**src/rtl/reg8_wr_arbiter.sv**
```systemverilog
// Four-requester write arbiter/sequencer for a bank of four 8-bit registers.
// Define REG8_ARB_FIXED_PRI_EN for fixed priority (lowest index wins) instead of round-robin.
module reg8_wr_arbiter #(
  parameter logic [7:0] RST_VAL = 8'h00
) (
  input  logic        clk,
  input  logic        rst,
  input  logic [3:0]  req,
  input  logic [7:0]  addr,
  input  logic [31:0] wdata,
  output logic [3:0]  gnt,
  output logic [3:0]  ack,
  output logic        busy,
  output logic [7:0]  q0,
  output logic [7:0]  q1,
  output logic [7:0]  q2,
  output logic [7:0]  q3
);

  typedef enum logic [1:0] {StIdle, StWrite, StRelease} state_e;

  state_e      state_q, state_d;
  logic [1:0]  win_q, win_d;
  logic [1:0]  ptr_q;
  logic [3:0]  gnt_q, gnt_d;
  logic [3:0]  ack_q, ack_d;
  logic [7:0]  bank_q [4];
  logic [7:0]  bank_d [4];
  logic [1:0]  pick;
  logic [1:0]  idx;
  logic        wr_en;
  logic        req_w;
  logic [1:0]  w_addr;
  logic [7:0]  w_data;

  assign req_w  = req[win_q];
  assign w_addr = addr[{win_q, 1'b0} +: 2];
  assign w_data = wdata[{win_q, 3'b000} +: 8];

  // Winner search; iterating downward lets the smallest offset from ptr overwrite last.
  always_comb begin
    pick = 2'd0;
    idx  = 2'd0;
    for (int i = 3; i >= 0; i--) begin
      idx = ptr_q + 2'(i);
      if (req[idx]) pick = idx;
    end
  end

`ifdef REG8_ARB_FIXED_PRI_EN
  assign ptr_q = 2'd0;
`else
  logic [1:0] ptr_d;

  // The pointer advances past the winner on every exit from WRITE, aborts included.
  assign ptr_d = (state_q == StWrite) ? win_q + 2'd1 : ptr_q;

  always_ff @(posedge clk or negedge rst) begin
    if (!rst) ptr_q <= 2'd0;
    else      ptr_q <= ptr_d;
  end
`endif

  // State register
  always_ff @(posedge clk or negedge rst) begin
    if (!rst) state_q <= StIdle;
    else      state_q <= state_d;
  end

  // Next-state logic
  always_comb begin
    state_d = state_q;
    case (state_q)
      StIdle:    if (|req) state_d = StWrite;
      StWrite:   state_d = req_w ? StRelease : StIdle;
      StRelease: if (!req_w) state_d = StIdle;
      default:   state_d = StIdle;
    endcase
  end

  // Registered-output and datapath next values
  always_comb begin
    gnt_d = gnt_q;
    ack_d = ack_q;
    win_d = win_q;
    wr_en = 1'b0;
    case (state_q)
      StIdle: begin
        ack_d = 4'b0000;
        if (|req) begin
          gnt_d = 4'b0001 << pick;
          win_d = pick;
        end else begin
          gnt_d = 4'b0000;
        end
      end
      StWrite: begin
        if (req_w) begin
          ack_d = 4'b0001 << win_q;
          wr_en = 1'b1;
        end else begin
          gnt_d = 4'b0000;
          ack_d = 4'b0000;
        end
      end
      StRelease: begin
        if (!req_w) begin
          gnt_d = 4'b0000;
          ack_d = 4'b0000;
        end
      end
      default: begin
        gnt_d = 4'b0000;
        ack_d = 4'b0000;
      end
    endcase
  end

  always_comb begin
    for (int i = 0; i < 4; i++) bank_d[i] = bank_q[i];
    if (wr_en) bank_d[w_addr] = w_data;
  end

  always_ff @(posedge clk or negedge rst) begin
    if (!rst) begin
      gnt_q <= 4'b0000;
      ack_q <= 4'b0000;
      win_q <= 2'd0;
      for (int i = 0; i < 4; i++) bank_q[i] <= RST_VAL;
    end else begin
      gnt_q <= gnt_d;
      ack_q <= ack_d;
      win_q <= win_d;
      for (int i = 0; i < 4; i++) bank_q[i] <= bank_d[i];
    end
  end

  assign gnt  = gnt_q;
  assign ack  = ack_q;
  assign busy = (state_q != StIdle);
  assign q0   = bank_q[0];
  assign q1   = bank_q[1];
  assign q2   = bank_q[2];
  assign q3   = bank_q[3];

endmodule

```
**config.mk**
```make
export PLATFORM = sky130hd
export DESIGN_NAME = reg8_wr_arbiter
export DESIGN_NICKNAME = d
export VERILOG_FILES = /design/src/rtl/reg8_wr_arbiter.sv
export SDC_FILE = /design/constraint.sdc
export NUM_CORES = 1
export LEC_CHECK = 0
export CORE_UTILIZATION = 40
export DETAILED_ROUTE_END_ITERATION = 16
export GPL_TIMING_DRIVEN = 0
export PLACE_DENSITY = 0.77
export SYNTH_ARGS = -nofsm -noshare
export SYNTH_HDL_FRONTEND = slang
export SYNTH_SLANG_ARGS = --single-unit
```
**constraint.sdc**
```tcl
create_clock -name clk -period 2.22 [get_ports clk]
set_clock_uncertainty 0.2 [all_clocks]
set_input_delay 0.333 -clock clk [delete_from_list [all_inputs] [get_ports clk]]
set_output_delay 0.333 -clock clk [all_outputs]
set_load 0.02 [all_outputs]
```
# --- Yosys cells after proc, flatten, opt, wreduce, memory -nomap -nowiden ---
# Cells that the tools add are included.
totals:
  input_bits: 46
  ff_bits: 46
  wordCells: 65
classes:
  shifts: 4
  eq_ne: 5
  muxes: 28
  n_reduce_logical: 7
  n_lt_le_gt_ge: 7
  bitwise_logic: 1
  n_addsub: 4
op_table:
  columns: ["cell", "n"]
  rows:
  - ["32-bit bitwise mux", 1]
  - ["32-bit by 6-bit indexed part select with 8-bit output", 1]
  - ["8-bit demux with 2-bit select", 1]
  - ["4-bit case mux with 2 select lines", 2]
  - ["2-bit by 3-bit less-than comparator with 1-bit output (second input constant)", 5]
  - ["2-bit 2-to-1 mux", 7]
  - ["4-bit 2-to-1 mux", 3]
  - ["1-bit binary-select mux with 2-bit select", 5]
  - ["8-bit 2-to-1 mux", 1]
  - ["8-bit by 4-bit indexed part select with 2-bit output", 1]
  - ["1-bit by 2-bit << shifter with 4-bit output (first input constant)", 2]
  - ["1-bit 2-to-1 mux", 7]
  - ["2-bit inequality test (second input constant)", 3]
  - ["2-bit case mux with 3 select lines", 1]
  - ["2-bit by 1-bit adder with 2-bit output (second input constant)", 2]
  - ["2-bit adder (second input constant)", 2]
  - ["2-bit AND reduction", 2]
  - ["4-bit OR reduction", 1]
  - ["3-bit >= comparator (second input constant)", 1]
  - ["3-bit by 1-bit less-than comparator with 1-bit output (second input constant)", 1]
  - ["2-bit inverter with 3-bit output", 1]
  - ["2-bit by 1-bit == test with 1-bit output (second input constant)", 1]
  - ["2-bit == test (second input constant)", 1]
  - ["2-bit logical NOT", 1]
  - ["other kinds (3)", 3]

# --- Depth between registers and ports, before layout ---
# Gate-level depths: netlist (run 1).
logic_depth:
  ltp_word: 10
  mapped_depth: 8

# --- Worst setup path before layout (run 1) ---
# OpenSTA, ideal clock, no wires.
synth_path:
  path_type: "reg-to-reg"
  from: "register win_q[0]"
  to: "register bank_q, in the netlist q0[0]"
  synth_period_minus_slack_ns: 2.196
  t_arrival_ns: 1.871
  setup_time_ns: 0.125
  stages_incl_launch_ff: 5
  path_buffers: 1
  t_required_ns: 1.895
  path_slack_ns: 0.024
  cell_sequence: "dfrtp_1 buf_6 mux4_1 nor3b_4 mux2_2"
synth_between:
  elab_chain_len: 7
synth_lines:
  columns: ["item", "line_no", "rtl"]
  rows:
  - ["start, declared", "23", "logic [1:0] win_q, win_d;"]
  - ["start signal, assigned", "133", "win_q <= win_d;"]
  - ["8-bit by 4-bit indexed part select with 2-bit output", "37", "assign w_addr = addr[{win_q, 1'b0} +: 2];"]
  - ["2-bit inverter with 3-bit output (not written as such)", "121", "if (wr_en) bank_d[w_addr] = w_data;"]
  - ["3-bit >= comparator (not written as such) / 3-bit by 1-bit less-than comparator with 1-bit output (equally long branches)", "121", null]
  - ["1-bit logical AND (not written as such)", "121", null]
  - ["8-bit 2-to-1 mux (not written as such)", "121", null]
  - ["8-bit demux with 2-bit select", "121", null]
  - ["32-bit bitwise mux", "121", null]
  - ["end, declared", "27", "logic [7:0] bank_q [4];"]
# Several ways; a longest one is shown, not always the timed one. The select of a mux whose other input is x is not followed.
# A chain may end at the register's enable or synchronous reset.

# --- Final worst setup path (run 1) ---
layout_path:
  from: "register win_q[0]"
  to: "register bank_q, in the netlist q1[0]"
# The elaborated chain is that of the path after synthesis.

==> results of run 1 <==
flip-flops by register name (all words and copies together) (netlist names):
register and count:
ptr_q 2, gnt 4, win_q 2, q1 8, q2 8, state_q 2
ack 4, q3 8, q0 8
routing by layer:
layer	track usage [%]	wire, um	vias up	part of all wire, %
met5	0	0	-	0
met4	6.11	116	0	2.0
met3	5.06	518	11	9.1
met2	32.8	2660	89	47
met1	24.7	2420	888	42
li1	-	-	835	-
cells in the mapped netlist (2+ instances only):
| cell | n | area share, % |
|---|---|---|
| and2_1 | 2 | 0.54 |
| ha_1 | 7 | 3.8 |
| o31ai_1 | 4 | 1.3 |
| mux4_2 | 7 | 6.8 |
| inv_1 | 6 | 0.98 |
| o21ai_0 | 5 | 1.1 |
| clkbuf_1 | 3 | 0.49 |
| mux4_1 | 4 | 4.6 |
| nor2_1 | 8 | 1.3 |
| mux2_2 | 33 | 16 |
| nand2b_1 | 3 | 0.81 |
| dfrtp_1 | 46 | 50 |
| a22oi_1 | 2 | 0.65 |
| mux2i_1 | 3 | 1.3 |
| nand2_1 | 15 | 2.4 |
| a21oi_1 | 4 | 0.87 |
worst paths after layout:
kind                                            from                  to  slack [ns]  cells past startpoint
worst max register to register  win_q[0]$_DFFE_PN0P_   q1[0]$_DFFE_PN0P_        0.05                      5
worst min register to register    gnt[0]$_DFFE_PN0P_  gnt[0]$_DFFE_PN0P_        0.30                      2
worst min-delay path              gnt[0]$_DFFE_PN0P_  gnt[0]$_DFFE_PN0P_        0.30                      2
min in group asynchronous                        rst   q2[5]$_DFFE_PN0P_        0.33                      2
worst max-delay path            win_q[0]$_DFFE_PN0P_   q1[0]$_DFFE_PN0P_        0.05                      5
max in group asynchronous                        rst  ack[2]$_DFFE_PN0P_        0.98                      3
layout make-up:
cell class	instances	area, um^2	share of cell area (%)
buffer	7	45.0	1.29
tap	72	90.1	2.57
multi-input combinational	112	1160	33.1
timing repair buffer	92	925	26.4
clock inverter	2	37.5	1.07
inverter	6	22.5	0.643
clock buffer	6	72.6	2.07
sequential	46	1150	32.9
cell families (layout without fill, tap and decap cells):
kind of cell | Yosys count | in the layout | synth area share, %
buffers and inverters | 13 | 113 | 2.66
AND/OR/NAND/NOR | 37 | 37 | 8.69
multiplexers | 47 | 47 | 28.8
AO/OA/AOI/OAI | 21 | 21 | 6.08
flip-flops | 46 | 46 | 49.9
adder cells (fa/ha/maj) | 7 | 7 | 3.80
critical path, stage by stage (launching register included):
cell     delay, ns
dfrtp_1       0.39
buf_6         0.15
mux4_2        0.57
and3b_1       0.27
buf_6         0.17
mux2_4        0.31
metrics by stage:
stage | utilization, % | setup slack, ns | TNS [ns] | instance area [um^2] | cells
after floorplan | - | 0.0244 | 0 | 2300 | 171
after global placement | 58.8 | -0.660 | -41.95 | 3260 | 329
after detailed placement | 59.0 | -0.656 | -13.69 | 3270 | 330
after CTS | 61.5 | 0.00208 | 0 | 3410 | 341
after global routing | 63.2 | -0.0382 | -0.418 | 3500 | 343
final | 63.2 | 0.0480 | 0 | 3500 | 343
power groups by stage:
| stage | Clock (uW) | Sequential (uW) | Combinational [uW] |
|---|---|---|---|
| 2_1_floorplan | 0 | 1870 | 1140 |
| 3_3_place_gp | 0 | 1450 | 2600 |
| 3_5_place_dp | 0 | 1460 | 2650 |
| 4_1_cts | 636 | 1450 | 2690 |
| 5_1_grt | 662 | 1520 | 3030 |
| 6_report | 617 | 1460 | 2830 |
timing repair:
item | CTS | global route
buffers inserted | 2 | 2
gates resized for setup | 5 | 20
pin swaps | 0 | 2
endpoints found under the hold margin | 20 | 0
endpoints found under the setup margin | 33 | 35
hold buffers | 1 | 0
==> metrics.yaml, run 1 <==
synthFlopType: "dfrtp_1"
cp_max_fo: 8
fillers: 420
min_path_type: "reg -> reg"
finalCritPeriodShare_pct: 97.8
seqPwrFrac_pct: 29.7
setup_viol: 0
p_comb_share_pct: 57.7
clk_pin_slew_ns: 0.09
netSwitchingPower_uw: 1850
ys_async_sr_fraction_pct: 100
grt_overflow: 0
cts_buffer_depth: 2
wl_um: 5720
grt_max_degree: 27
path_class: "reg -> reg"
min_period_ns: 2.17
initial_core_util_pct: 41.6
wl_per_cell_um: 16.7
grt_usage_pct: 19.6
p_sw_share_pct: 37.6
chipWidth_um: 77.9
drc: 0
ys_seq_area_share_pct: 49.9
p_int_uw: 3060
placeableCoreArea_um2: 5540
rsz0062_at_grt: "yes"
tightest_slew_ns: 0.541
end_kind: "register"
clock_power_share_pct: 12.6
required_ns: 2.21
ir_worst_vdd_mv: 0.640
p_per_area_nw_per_um2: 1400
finalHoldViolCount: 0
cts_tree: "built"
nets: 323
cts_inserted_buffers: 5
grt_pass1_vias: 1815
synth_seq_cells: 46
drt_iter0_drc: 87
synthesis.nets: 224
clk_latency_ns: 0.30
synth.distinct_cells: 35
num_rows: 27
areaGrowthSynthToFinish_pct: 52.0
synth_edf_count: 0
die_h_um: 77.9
htreeDepth: 2
p_leak_uw: 0.00150
fin_total_pwr_uw: 4910
cap_violations: 0
cp.arrival_ns: 2.16
viasPerCell: 5.31
finalMaxSlewViolations: 0
max_slew_margin_pct: 63.6
syn_area_um2: 2300
dr.pass1.iters: 4
via_count: 1823
antenna_found_initial: 0
cts-root-buf: "clkbuf_8"
grt_pass1_wl_um: 9040
final_cell_mix: "clkdlybuf4s50_1 (83), dfrtp_1 (46), mux2_2 (20), nand2_1 (15), mux2_4 (13)"
place_hpwl_um: 4170
hold_slack_ns: 0.297
critPathLaunchType: "register"
antenna_left: 0
synth.avg_cell_area_um2: 13.5
place.gp.congestion: 0.833
netlist_instances: 171
cts.sinks: 46
outcome: "complete, no violations"
io_buffers: 86
max_freq_mhz: 460
drive_gt1_share_pct: 24.4
final_common_cell: "clkdlybuf4s50_1"
antenna_cells: 0
pin_count: 87
dieArea_um2: 6070
yosys_warnings: 0
Power figures use the tool's default switching activity.
==> inputs of run 2 (changes only) <==
--- a/config.mk
+++ b/config.mk
@@ -5,10 +5,13 @@
 export SDC_FILE = /design/constraint.sdc
 export NUM_CORES = 1
 export LEC_CHECK = 0
-export CORE_UTILIZATION = 40
+export CELL_PAD_IN_SITES_DETAIL_PLACEMENT = 1
+export CELL_PAD_IN_SITES_GLOBAL_PLACEMENT = 1
+export CORE_UTILIZATION = 31
 export DETAILED_ROUTE_END_ITERATION = 16
 export GPL_TIMING_DRIVEN = 0
-export PLACE_DENSITY = 0.77
+export HOLD_SLACK_MARGIN = 0.1
+export PLACE_DENSITY = 0.79
 export SYNTH_ARGS = -nofsm -noshare
 export SYNTH_HDL_FRONTEND = slang
 export SYNTH_SLANG_ARGS = --single-unit
==> metrics.yaml, run 2 (same netlist as run 1, synthesis figures left out) <==
htreeDepth: 2  # unchanged
finalMaxSlewViolations: 0  # unchanged
chipWidth_um: 88.2  # +13%
setup_ws_ns: 0.0321  # -0.0159 ns
cts_inserted_buffers: 5  # unchanged
wl_per_cell_um: 16.6  # -0.66%
pin_count: 87  # unchanged
ir_worst_vdd_mv: 0.470  # -26%
min_period_ns: 2.19  # +0.0159 ns
cts_tree: "built"
cp_max_fo: 8  # unchanged
via_count: 1794  # -1.6%
tightest_slew_ns: 0.569  # +0.0279 ns
final_common_cell: "clkdlybuf4s50_1"
place_hpwl_um: 4620  # +11%
antenna_left: 0  # unchanged
setup_viol: 0  # unchanged
antenna_found_initial: 0  # unchanged
drive_gt1_share_pct: 26.3  # +1.9 points
crit_path_start: "win_q[0]$_DFFE_PN0P_"
end_kind: "register"
grt_usage_pct: 16.5  # -3.1 points
cp_cell_sequence: "buf_6 -> mux4_2 -> and3b_1 -> buf_6 -> mux2_2"
min_path_type: "reg -> reg"
path_class: "reg -> reg"
dr.pass1.iters: 4  # unchanged
cts_buffer_depth: 2  # unchanged
p_leak_uw: 0.00151  # +0.82%
critPathLaunchType: "register"
cpMostUsedCell: "buf_6"
num_rows: 31  # +15%
initial_core_util_pct: 31.9  # -9.7 points
place_area_um2: 3300  # +1.0%
place.gp.congestion: 0.844  # +1.4%
viasPerCell: 4.81  # -9.5%
max_slew_margin_pct: 61.7  # -1.9 points
dieArea_um2: 7780  # +28%
fin_area_um2: 3560  # +1.8%
tns_ns: 0  # unchanged
grt_pass1_wl_um: 9630  # +6.5%
clk_latency_ns: 0.30  # about the same
drt_iter0_drc: 46  # -47%
final_cell_mix: "clkdlybuf4s50_1 (83), dfrtp_1 (46), mux2_2 (23), nand2_1 (15), mux2_4 (10)"
areaGrowthSynthToFinish_pct: 54.7
worstHoldStart: "gnt[0]$_DFFE_PN0P_"
fillers: 775  # +85%
wl_um: 6180  # +8.0%
outcome: "complete, no violations"
max_freq_mhz: 457  # -0.73%
clk_pin_slew_ns: 0.09  # about the same
cts.sinks: 46  # unchanged
grt_max_degree: 29  # +7.4%
cp.arrival_ns: 2.18  # +0.02 ns
required_ns: 2.21  # about the same
grt_pass1_vias: 1955  # +7.7%
cp_slowest_stage_delay_ns: 0.60  # +0.03 ns
placeableCoreArea_um2: 7210  # +30%
drc: 0  # unchanged
postLayoutCoreUtil_pct: 49.4  # -14 points
nets: 326  # +0.93%
finalHoldViolCount: 0  # unchanged
cap_violations: 0  # unchanged
die_h_um: 88.2  # +13%
dp_cells: 357  # +8.2%
p_per_area_nw_per_um2: 1400  # -0.36%
stdcell_count: 373  # +8.7%
regToRegStartpoint: "win_q[0]$_DFFE_PN0P_"
grt_overflow: 0  # unchanged
finalCritPeriodShare_pct: 98.6  # +0.72 points
rsz0062_at_grt: "yes"
io_buffers: 86  # unchanged
antenna_cells: 0  # unchanged
post-place-ws_ns: -0.686  # -0.0299 ns
cts-root-buf: "clkbuf_8"
slowest_stage: "mux4_2"
==> run 2: changes by cell type in the layout (fill, tap and decap cells not counted), moves of 2 or more <==
cell,previous run,this run
dlymetal6s2s_1,2,0
mux2_4,13,10
dlygate4sd2_1,0,2
mux2_2,20,23
clkbuf_8,5,7
==> run 2: layout make-up <==
type                    instances  area, um^2  share of cell area, %
plain buffers                   7        45.0                   1.26
clock buffers                   7        96.3                   2.70
clock inverters                 1        8.76                  0.246
inverters                       6        22.5                  0.632
multi-input cells             112        1160                   32.6
flip-flops and latches         46        1150                   32.3
well taps                      99         124                   3.47
repair buffers                 95         956                   26.8
==> run 2: worst max-delay path: cells and delay by family (launching register included) <==
family	cells	cell delay, ns
AND/OR/NAND/NOR	1	0.27
multiplexers	2	0.94
flip-flops	1	0.37
buffers and inverters	2	0.29
==> run 2: path summary, 6_finish.rpt <==
| kind | endpoint | slack, ns | depth (start not counted) |
|---|---|---|---|
| min in group asynchronous | gnt[1]$_DFFE_PN0P_ | 0.31 | 2 |
| worst min-delay path | gnt[0]$_DFFE_PN0P_ | 0.29 | 2 |
| worst max-delay path | q1[4]$_DFFE_PN0P_ | 0.03 | 5 |
| worst max register to register | q1[4]$_DFFE_PN0P_ | 0.03 | 5 |
| max in group asynchronous | q2[0]$_DFFE_PN0P_ | 1.00 | 3 |
| worst min register to register | gnt[0]$_DFFE_PN0P_ | 0.29 | 2 |
==> run 2: timing repair <==
| item | in CTS | in global routing |
|---|---|---|
| gates cloned | 0 | 0 |
| gates resized for setup | 10 | 16 |
| endpoints found under the hold margin | 18 | 0 |
| setup endpoints to repair | 34 | 16 |
| buffers inserted | 4 | 3 |
| pin swaps | 0 | 2 |
| hold buffers | 1 | 0 |
==> run 2: report_power, final <==
| part | internal [uW] | leakage, uW | switching [uW] |
|---|---|---|---|
| Clock | 286 | 0.0000544 | 295 |
| Combinational | 1540 | 0.000886 | 1400 |
| Sequential | 1230 | 0.000571 | 231 |
| Total | 3060 | 0.00151 | 1920 |
==> run 2: through the flow <==
step	hold slack [ns]	total power (uW)
CTS	0.298	4850
floorplan	-0.163	3020
finish	0.292	4980
detailed placement	0.127	4190
global route	0.331	5310
global placement	0.282	4100
==> run 2: layer usage <==
layer	vias up	global-route usage (%)	wire (um)
met5	-	0	0
met4	0	4.40	62
met3	7	3.17	388
met2	64	29.9	3240
met1	897	20.0	2490
li1	826	-	-
